`src/rtl/ad9911_pkg.sv`:
```
// Shared definitions for the AD9911 serial register writer: state encoding,
// instruction-byte prefix, maximum legal address and the register-width table.
package ad9911_pkg;

    typedef enum logic [2:0] {
        ST_IDLE,
        ST_SETUP,
        ST_SHIFT,
        ST_HOLD,
        ST_UPDATE,
        ST_ERRDONE
    } state_t;

    // Upper three bits of the instruction byte: write (R/W=0), two reserved zeros.
    localparam logic [2:0] INSTR_PREFIX = 3'b000;
    localparam logic [7:0] MAX_ADDR     = 8'h18;

    function automatic logic [5:0] addr_width(input logic [7:0] addr);
        logic [5:0] w;
        case (addr)
            8'h00:               w = 6'd8;
            8'h02, 8'h05, 8'h07: w = 6'd16;
            8'h01, 8'h03, 8'h06: w = 6'd24;
            default:             w = 6'd32;
        endcase
        return w;
    endfunction

endpackage

```
`src/rtl/ad9911_serial_tx.sv`:
```
// Writes one AD9911 register per TR rising edge: CS_N/SCLK/SDIO frame then IO_UPDATE pulse.
// OVER rises (2N+1)*CLK_DIV+UPD_WIDTH cycles after accept; TR edges while BUSY are dropped.
module ad9911_serial_tx
    import ad9911_pkg::*;
#(
    parameter int CLK_DIV   = 2,
    parameter int UPD_WIDTH = 4
) (
    input  logic        CLK,
    input  logic        RESET_N,
    input  logic        TR,
    input  logic [7:0]  ADDR,
    input  logic [31:0] DATA,
    output logic        OVER,
    output logic        ERR,
    output logic        BUSY,
    output logic        CS_N,
    output logic        SCLK,
    output logic        SDIO,
    output logic        IO_UPDATE
);

    localparam logic [15:0] TICK_MAX = 16'(CLK_DIV - 1);
    localparam logic [15:0] UPD_MAX  = 16'((UPD_WIDTH > 0) ? UPD_WIDTH - 1 : 0);

    state_t      state, nxt_state;
    logic        tr_d;
    logic [15:0] tick_cnt, nxt_tick_cnt;
    logic [15:0] upd_cnt, nxt_upd_cnt;
    logic [5:0]  bit_cnt, nxt_bit_cnt;
    logic [39:0] shreg, nxt_shreg;
    logic        nxt_over, nxt_err, nxt_cs_n, nxt_sclk, nxt_sdio, nxt_io_update;
    logic        tick;
    logic [5:0]  width;

    assign tick  = (tick_cnt == TICK_MAX);
    assign width = addr_width(ADDR);
    assign BUSY  = (state != ST_IDLE);

    always_ff @(posedge CLK) begin
        if (!RESET_N) begin
            state     <= ST_IDLE;
            tr_d      <= 1'b1;
            tick_cnt  <= '0;
            upd_cnt   <= '0;
            bit_cnt   <= '0;
            shreg     <= '0;
            OVER      <= 1'b0;
            ERR       <= 1'b0;
            CS_N      <= 1'b1;
            SCLK      <= 1'b0;
            SDIO      <= 1'b0;
            IO_UPDATE <= 1'b0;
        end else begin
            state     <= nxt_state;
            tr_d      <= TR;
            tick_cnt  <= nxt_tick_cnt;
            upd_cnt   <= nxt_upd_cnt;
            bit_cnt   <= nxt_bit_cnt;
            shreg     <= nxt_shreg;
            OVER      <= nxt_over;
            ERR       <= nxt_err;
            CS_N      <= nxt_cs_n;
            SCLK      <= nxt_sclk;
            SDIO      <= nxt_sdio;
            IO_UPDATE <= nxt_io_update;
        end
    end

    always_comb begin
        nxt_state     = state;
        nxt_tick_cnt  = (state == ST_IDLE || tick) ? 16'd0 : tick_cnt + 16'd1;
        nxt_upd_cnt   = upd_cnt;
        nxt_bit_cnt   = bit_cnt;
        nxt_shreg     = shreg;
        nxt_over      = OVER;
        nxt_err       = ERR;
        nxt_cs_n      = CS_N;
        nxt_sclk      = SCLK;
        nxt_sdio      = SDIO;
        nxt_io_update = IO_UPDATE;

        case (state)
            ST_IDLE: begin
                if (TR && !tr_d) begin
                    nxt_over     = 1'b0;
                    nxt_err      = 1'b0;
                    nxt_tick_cnt = 16'd0;
                    if (ADDR > MAX_ADDR) begin
                        nxt_state = ST_ERRDONE;
                    end else begin
                        // Payload is left-aligned behind the instruction byte so bit 39 is always next out.
                        nxt_state   = ST_SETUP;
                        nxt_shreg   = {INSTR_PREFIX, ADDR[4:0], DATA << (6'd32 - width)};
                        nxt_bit_cnt = width + 6'd7;
                        nxt_cs_n    = 1'b0;
                        nxt_sdio    = INSTR_PREFIX[2];
                    end
                end
            end
            ST_SETUP: begin
                if (tick) begin
                    nxt_sclk  = 1'b1;
                    nxt_state = ST_SHIFT;
                end
            end
            ST_SHIFT: begin
                if (tick) begin
                    if (SCLK) begin
                        nxt_sclk = 1'b0;
                        if (bit_cnt == 6'd0) begin
                            nxt_state = ST_HOLD;
                        end else begin
                            nxt_sdio    = shreg[38];
                            nxt_shreg   = {shreg[38:0], 1'b0};
                            nxt_bit_cnt = bit_cnt - 6'd1;
                        end
                    end else begin
                        nxt_sclk = 1'b1;
                    end
                end
            end
            ST_HOLD: begin
                if (tick) begin
                    nxt_cs_n = 1'b1;
                    nxt_sdio = 1'b0;
                    if (UPD_WIDTH > 0) begin
                        nxt_state     = ST_UPDATE;
                        nxt_io_update = 1'b1;
                        nxt_upd_cnt   = 16'd0;
                    end else begin
                        nxt_state = ST_IDLE;
                        nxt_over  = 1'b1;
                    end
                end
            end
            ST_UPDATE: begin
                if (upd_cnt == UPD_MAX) begin
                    nxt_io_update = 1'b0;
                    nxt_over      = 1'b1;
                    nxt_state     = ST_IDLE;
                end else begin
                    nxt_upd_cnt = upd_cnt + 16'd1;
                end
            end
            ST_ERRDONE: begin
                nxt_over  = 1'b1;
                nxt_err   = 1'b1;
                nxt_state = ST_IDLE;
            end
            default: nxt_state = ST_IDLE;
        endcase
    end

endmodule

```
`config.mk`:
```
export PLATFORM = sky130hd
export DESIGN_NAME = ad9911_serial_tx
export DESIGN_NICKNAME = d
export VERILOG_FILES = /design/src/rtl/ad9911_pkg.sv /design/src/rtl/ad9911_serial_tx.sv
export SDC_FILE = /design/constraint.sdc
export NUM_CORES = 1
export LEC_CHECK = 0
export ABC_AREA = 1
export CAP_MARGIN = 20
export CELL_PAD_IN_SITES_DETAIL_PLACEMENT = 0
export CELL_PAD_IN_SITES_GLOBAL_PLACEMENT = 1
export CORE_MARGIN = 3
export CORE_UTILIZATION = 40
export DETAILED_ROUTE_END_ITERATION = 16
export GPL_ROUTABILITY_DRIVEN = 0
export PLACE_DENSITY = 0.9
export SLEW_MARGIN = 25
export SYNTH_ARGS = -nofsm -noshare
export SYNTH_HDL_FRONTEND = slang
export SYNTH_SLANG_ARGS = --single-unit
```
`constraint.sdc`:
```
create_clock -name CLK -period 3.8 [get_ports CLK]
set_clock_uncertainty 0.2 [all_clocks]
set_input_delay 0.76 -clock CLK [delete_from_list [all_inputs] [get_ports CLK]]
set_output_delay 0.76 -clock CLK [all_outputs]
set_load 0.005 [all_outputs]
```
==> results.toml, run 1 <==
[global_routing]
globalRouteOverflowTotal = 0
grt_max_degree = 47
grt.total_usage = 0.190
grt_pass1_vias = 4948
grt_pass1_wl_um = 23400
antenna_found_initial = 0

[clock_network]
h-tree-depth = 3
cts_setup_buffers = 0
cts_hold_buf = 0
clk_pin_slew_ns = 0.06
clock_sinks = 87
cts_buffers = 9
cts.root.buffer_cell = "clkbuf_16"
post_cts_resize_count = 0
cts_tree = "yes"
clock_latency_ns = 0.35
cts_buffer_depth = 2

[routing]
wl_per_cell_um = 12.3
drc = 0
first_pass_iters = 5
finalWirelength_um = 14200
drt_iter0_markers = 378
vias = 5607
ant_nets = 0
via_per_inst = 4.89

[final_layout]
drive_above_1_share = 0.0474
syn_to_final_growth_pct = 16.1
stdcell_count = 1147
fill_cells = 1435
fin_nets = 1017
antenna_cells = 0

[die]
rows = 42
die_w_um = 123
fp.coreArea_um2 = 13300
start_util = 0.412
die_h_um = 123
die_area_um2 = 15100
io_pins = 50

[yosys]
synthFlopType = "dfxtp_1"
synth_edf_count = 0
avgSynthCellArea_um2 = 5.86
synth_nets = 984
synthTopCellsByArea = "dfxtp_1, nand2_1, nor2_1"
yosys.cell_types.count = 34
yosysWarnings = 0
syn_area_um2 = 5470
synth_common_cells = "nand2_1, nor2_1, nand3_1"
synth_most_common_cell = "nand2_1"
synthArstFlopShare = 0
synth_top_area_frac = 0.318
yosysSeqAreaShare = 0.318
synth-seq-cells = 87
yosysTopAreaCell = "dfxtp_1"
synthCells = 934

[flow_run]
drv_cap = 0

[sta]
max_freq_mhz = 351
min_period_ns = 2.85
hold_viol_final = 0
setup_viol = 0
slew_viol_final = 0
tightest_slew_ns = 0.569
timing.setup.tns_ns = 0
post-route-period-util = 0.749
rsz0062_at_grt = "no"
relSlewSlack = 0.620
hold_ws_ns = 0.264

[place]
placed_cells_incl_taps = 1132
portBuffers = 49
place_hpwl_um = 9910

[worst_setup_path]
cp_max_fo = 27
crit_arrival_ns = 2.89
crit_path_start_kind = "primary input"
worst-setup-path-type = "primary input to flip-flop"
end_kind = "flip-flop"
cp.required_ns = 3.84
r2r_slack_ns = 1.36

[pwr]
p_leak_nw = 2.78
finalPower_mw = 4.45
p_per_area_nw_per_um2 = 701
peakVddDrop_mv = 0.507

[run_status]
status = "completed"

[hold_path]
hp-class = "flip-flop to flip-flop"
[where the power goes]
group	internal [mW]	switching (mW)	total [mW]
Clock	0.525	0.374	0.899
Sequential	1.19	0.163	1.35
Combinational	0.737	1.47	2.20
[logic make-up after synthesis]
| logic type | count (synthesis) | share of synthesized area |
|---|---|---|
| compound gates | 69 | 0.0674 |
| xor+xnor | 8 | 0.0128 |
| fa+ha+maj | 7 | 0.0160 |
| buf+inv | 133 | 0.103 |
| flops | 87 | 0.318 |
| simple gates | 630 | 0.482 |
[critical path, cell delays in order]
cell and delay (ns):
clkdlybuf4s50_1 0.40, nor2_1 0.09, nand2_1 0.08, nor2_2 0.17
buf_4 0.31, o21ai_0 0.15, nand2_1 0.08, nand2_1 0.07
nand2_1 0.44, nor2_1 0.15, nor2_1 0.13, nor2_1 0.04
[per-stage QoR]
step                worst slack (ns)  utilization  cell area [µm²]
floorplan                      0.763            -             5470
global placement               0.625        0.456             6060
detailed placement             0.607        0.456             6060
CTS                            0.962        0.478             6350
global route                   0.737        0.478             6350
finish                         0.953        0.478             6350
[final timing paths]
path | start | end | cells past startpoint
max reg2reg | state[1] | shreg[15] | 8
min | shreg[33] | shreg[33] | 2
min reg2reg | shreg[33] | shreg[33] | 2
max | ADDR[5] | shreg[26] | 12
[layer usage]
metal  GRT usage  up-vias  share of wire
li1            -     3019              -
met1       0.263     2486           0.48
met2       0.310       90           0.47
met3      0.0339       12          0.040
met4      0.0408        0         0.0092
met5           0        -              0
[registers in the layout (all words and copies together) (netlist names)]
register / count
shreg: 39
tick_cnt: 16
upd_cnt: 16
bit_cnt: 6
state: 3
CS_N: 1
ERR: 1
IO_UPDATE: 1
OVER: 1
SCLK: 1
SDIO: 1
tr_d: 1
[cell type report]
| cell class | count | area, µm² | area share |
|---|---|---|---|
| sequential | 87 | 1740 | 0.274 |
| tap | 176 | 220 | 0.0347 |
| clock buffer | 12 | 246 | 0.0388 |
| inverter | 95 | 359 | 0.0565 |
| multi-input combinational | 714 | 3170 | 0.499 |
| timing repair buffer | 60 | 573 | 0.0902 |
| clock inverter | 3 | 43.8 | 0.00689 |
[placed cells by master, fill, tap and decap left out, drive strengths merged, types with 7 or more instances in the layout]
| cell type | n |
|---|---|
| clkbuf | 12 |
| dfxtp | 87 |
| nand2 | 290 |
| nor2 | 182 |
| buf | 11 |
| a21oi | 38 |
| clkdlybuf4s50 | 49 |
| inv | 94 |
| nand3 | 124 |
| o21ai | 25 |
| nand4 | 15 |
| ha | 7 |
| nor3 | 16 |
Note: power is estimated with default switching activity, not from simulation.
==> inputs of run 2 (changes only) <==
--- a/config.mk
+++ b/config.mk
@@ -10,10 +10,10 @@
 export CELL_PAD_IN_SITES_DETAIL_PLACEMENT = 0
 export CELL_PAD_IN_SITES_GLOBAL_PLACEMENT = 1
 export CORE_MARGIN = 3
-export CORE_UTILIZATION = 40
+export CORE_UTILIZATION = 36
 export DETAILED_ROUTE_END_ITERATION = 16
 export GPL_ROUTABILITY_DRIVEN = 0
-export PLACE_DENSITY = 0.9
+export PLACE_DENSITY = 0.86
 export SLEW_MARGIN = 25
 export SYNTH_ARGS = -nofsm -noshare
 export SYNTH_HDL_FRONTEND = slang
==> constraint.sdc (replaced) <==
create_clock -name CLK -period 2.35 [get_ports CLK]
set_clock_uncertainty 0.2 [all_clocks]
set_input_delay 0.47 -clock CLK [delete_from_list [all_inputs] [get_ports CLK]]
set_output_delay 0.47 -clock CLK [all_outputs]
set_load 0.005 [all_outputs]
==> run 2 against run 1 <==
Net effect:
- sequential share of layout area is 2.3 points lower
- sequential cell count stayed put
- clock power is 84% higher
- combinational power is 89% higher
- core utilization is 0.58 points lower
==> results.toml, run 2 (synthesized netlist as in run 1, its figures left out) <==
[final_layout]
final_cell_mix = "nand2_1, nor2_1, nand3_1"
antenna_cells = 0
syn_to_final_growth_pct = 26.8
drive_above_1_share = 0.101
design_area_um2 = 6940
reg.largest.list = "shreg x39, tick_cnt x16, upd_cnt x16"
final_util = 0.472
largest-register = "shreg"
layout_commonest_cell = "nand2_1"
largest_register_ffs = 39
fin_nets = 1051

[die]
start_util = 0.372
rows = 44
die_area_um2 = 16700
fp.coreArea_um2 = 14700
die_h_um = 129
die_w_um = 129
io_pins = 50

[global_routing]
globalRouteOverflowTotal = 0
antenna_found_initial = 0
grt_pass1_wl_um = 24600
grt_max_degree = 42
grt_pass1_vias = 5127
grt.total_usage = 0.179

[place]
pre_cts_slack_ns = -0.349
place_hpwl_um = 10500
placed_area_um2 = 6400
portBuffers = 49

[sta]
hold_viol_final = 0
min_period_ns = 2.25
post-route-period-util = 0.958
max_freq_mhz = 444
tightest_slew_ns = 0.434
relSlewSlack = 0.708
layout_setup_ws_ns = 0.0989
setup_viol = 0
slew_viol_final = 0

[pwr]
p_seq_frac = 0.274
peakVddDrop_mv = 0.612
p_sw_frac = 0.431
internal_power_mw = 4.55
p_leak_nw = 3.07
power.switching_mw = 3.44
pwr-share-comb = 0.519
p_clk_frac = 0.207
p_per_area_nw_per_um2 = 1150

[worst_setup_path]
end_kind = "output port"
r2r_start = "bit_cnt[0]"
reg2reg_depth = 11
critPathMostFrequentCell = "nor2_4"
critPathMaxStageDelay_ns = 0.44
cp.required_ns = 1.68
r2r_slack_ns = 0.27
crit_arrival_ns = 1.58
cp_max_fo = 5
regToRegEndpoint = "shreg[8]"
worst-setup-path-type = "flip-flop to output port"
critical_path.cell_chain = "nor2_4, inv_4, nor2_4, inv_2, clkdlybuf4s50_1"
crit_path_start_kind = "flip-flop"
slowest_stage = "clkdlybuf4s50_1"

[clock_network]
cts.root.buffer_cell = "clkbuf_16"
h-tree-depth = 3
cts_buffers = 9
cts_tree = "yes"
clk_pin_slew_ns = 0.07
clock_sinks = 87
cts_buffer_depth = 2
clock_latency_ns = 0.36

[routing]
via_per_inst = 4.87
ant_nets = 0
first_pass_iters = 5
drc = 0
wl_per_cell_um = 12.8
vias = 5797
finalWirelength_um = 15200
drt_iter0_markers = 479

[hold_path]
min_to = "shreg[34]"
min_from = "shreg[34]"
hp-class = "flip-flop to flip-flop"
hold_depth = 2

[run_status]
status = "completed"

[flow_run]
drv_cap = 0
run 2: cell types whose count changed in the layout (fill, tap and decap cells not counted), sizes merged:
cell | before | now
bufinv | 1 | 2
inv | 94 | 95
dlymetal6s2s | 0 | 3
clkdlybuf4s50 | 49 | 46
clkbuf | 12 | 13
buf | 11 | 43
run 2: cell type report:
| class | count | area [µm²] |
|---|---|---|
| Fill cell | 1551 | 7760 |
| Sequential cell | 87 | 1740 |
| Clock buffer | 11 | 253 |
| Multi-Input combinational cell | 714 | 3270 |
| Clock inverter | 5 | 86.3 |
| Inverter | 95 | 364 |
| Tap cell | 184 | 230 |
| Timing Repair Buffer | 94 | 995 |
run 2: routing by layer:
| layer | part of all wire | routed length (µm) | GRT usage |
|---|---|---|---|
| met1 | 0.51 | 7710 | 0.258 |
| met3 | 0.034 | 518 | 0.0309 |
| met2 | 0.44 | 6690 | 0.272 |
| met5 | 0 | 0 | 0 |
| met4 | 0.020 | 298 | 0.0587 |
run 2: how the worst max path moves through the flow:
stage / start / to / slack, ns
after floorplan: ADDR[5] / shreg[30] / 0.01
after global placement: ADDR[5] / shreg[11] / -0.35
after detailed placement: ADDR[4] / shreg[11] / -0.35
after CTS: state[2] / BUSY / 0.02
after global routing: ADDR[3] / shreg[11] / -0.01
final: state[0] / BUSY / 0.1
run 2: what timing repair did:
action / 4_1_cts / 5_1_grt
gates resized for setup: 1 / 33
pin swaps: 0 / 12
cloned: 0 / 2
buffers inserted: 0 / 2
hold buffers: 0 / 0
endpoints found under the setup margin: 2 / 33
run 2: worst max-delay path, delay by kind of cell, from the launching register on:
| kind | cells | cell delay (ns) |
|---|---|---|
| buffers and inverters | 3 | 0.57 |
| DFF | 1 | 0.36 |
| and+or+nand+nor | 2 | 0.30 |
run 2: power by group through the flow:
| stage | combinational, mW | sequential, mW | clock [mW] |
|---|---|---|---|
| 6_report | 4.15 | 2.19 | 1.65 |
| 5_1_grt | 4.72 | 2.24 | 1.75 |
| 4_1_cts | 4.04 | 2.18 | 1.68 |
| 3_5_place_dp | 4.02 | 2.21 | 0 |
| 3_3_place_gp | 3.99 | 2.20 | 0 |
| 2_1_floorplan | 2.88 | 2.15 | 0 |
run 2: metrics by stage:
step | cells | hold WS [ns] | total power, mW | setup TNS (ns)
2_1_floorplan | 934 | 0.233 | 5.02 | 0
3_3_place_gp | 1170 | 0.249 | 6.19 | -9.39
3_5_place_dp | 1170 | 0.254 | 6.23 | -10.06
4_1_cts | 1186 | 0.263 | 7.90 | 0
5_1_grt | 1190 | 0.284 | 8.71 | -0.0239
6_report | 1190 | 0.259 | 7.99 | 0
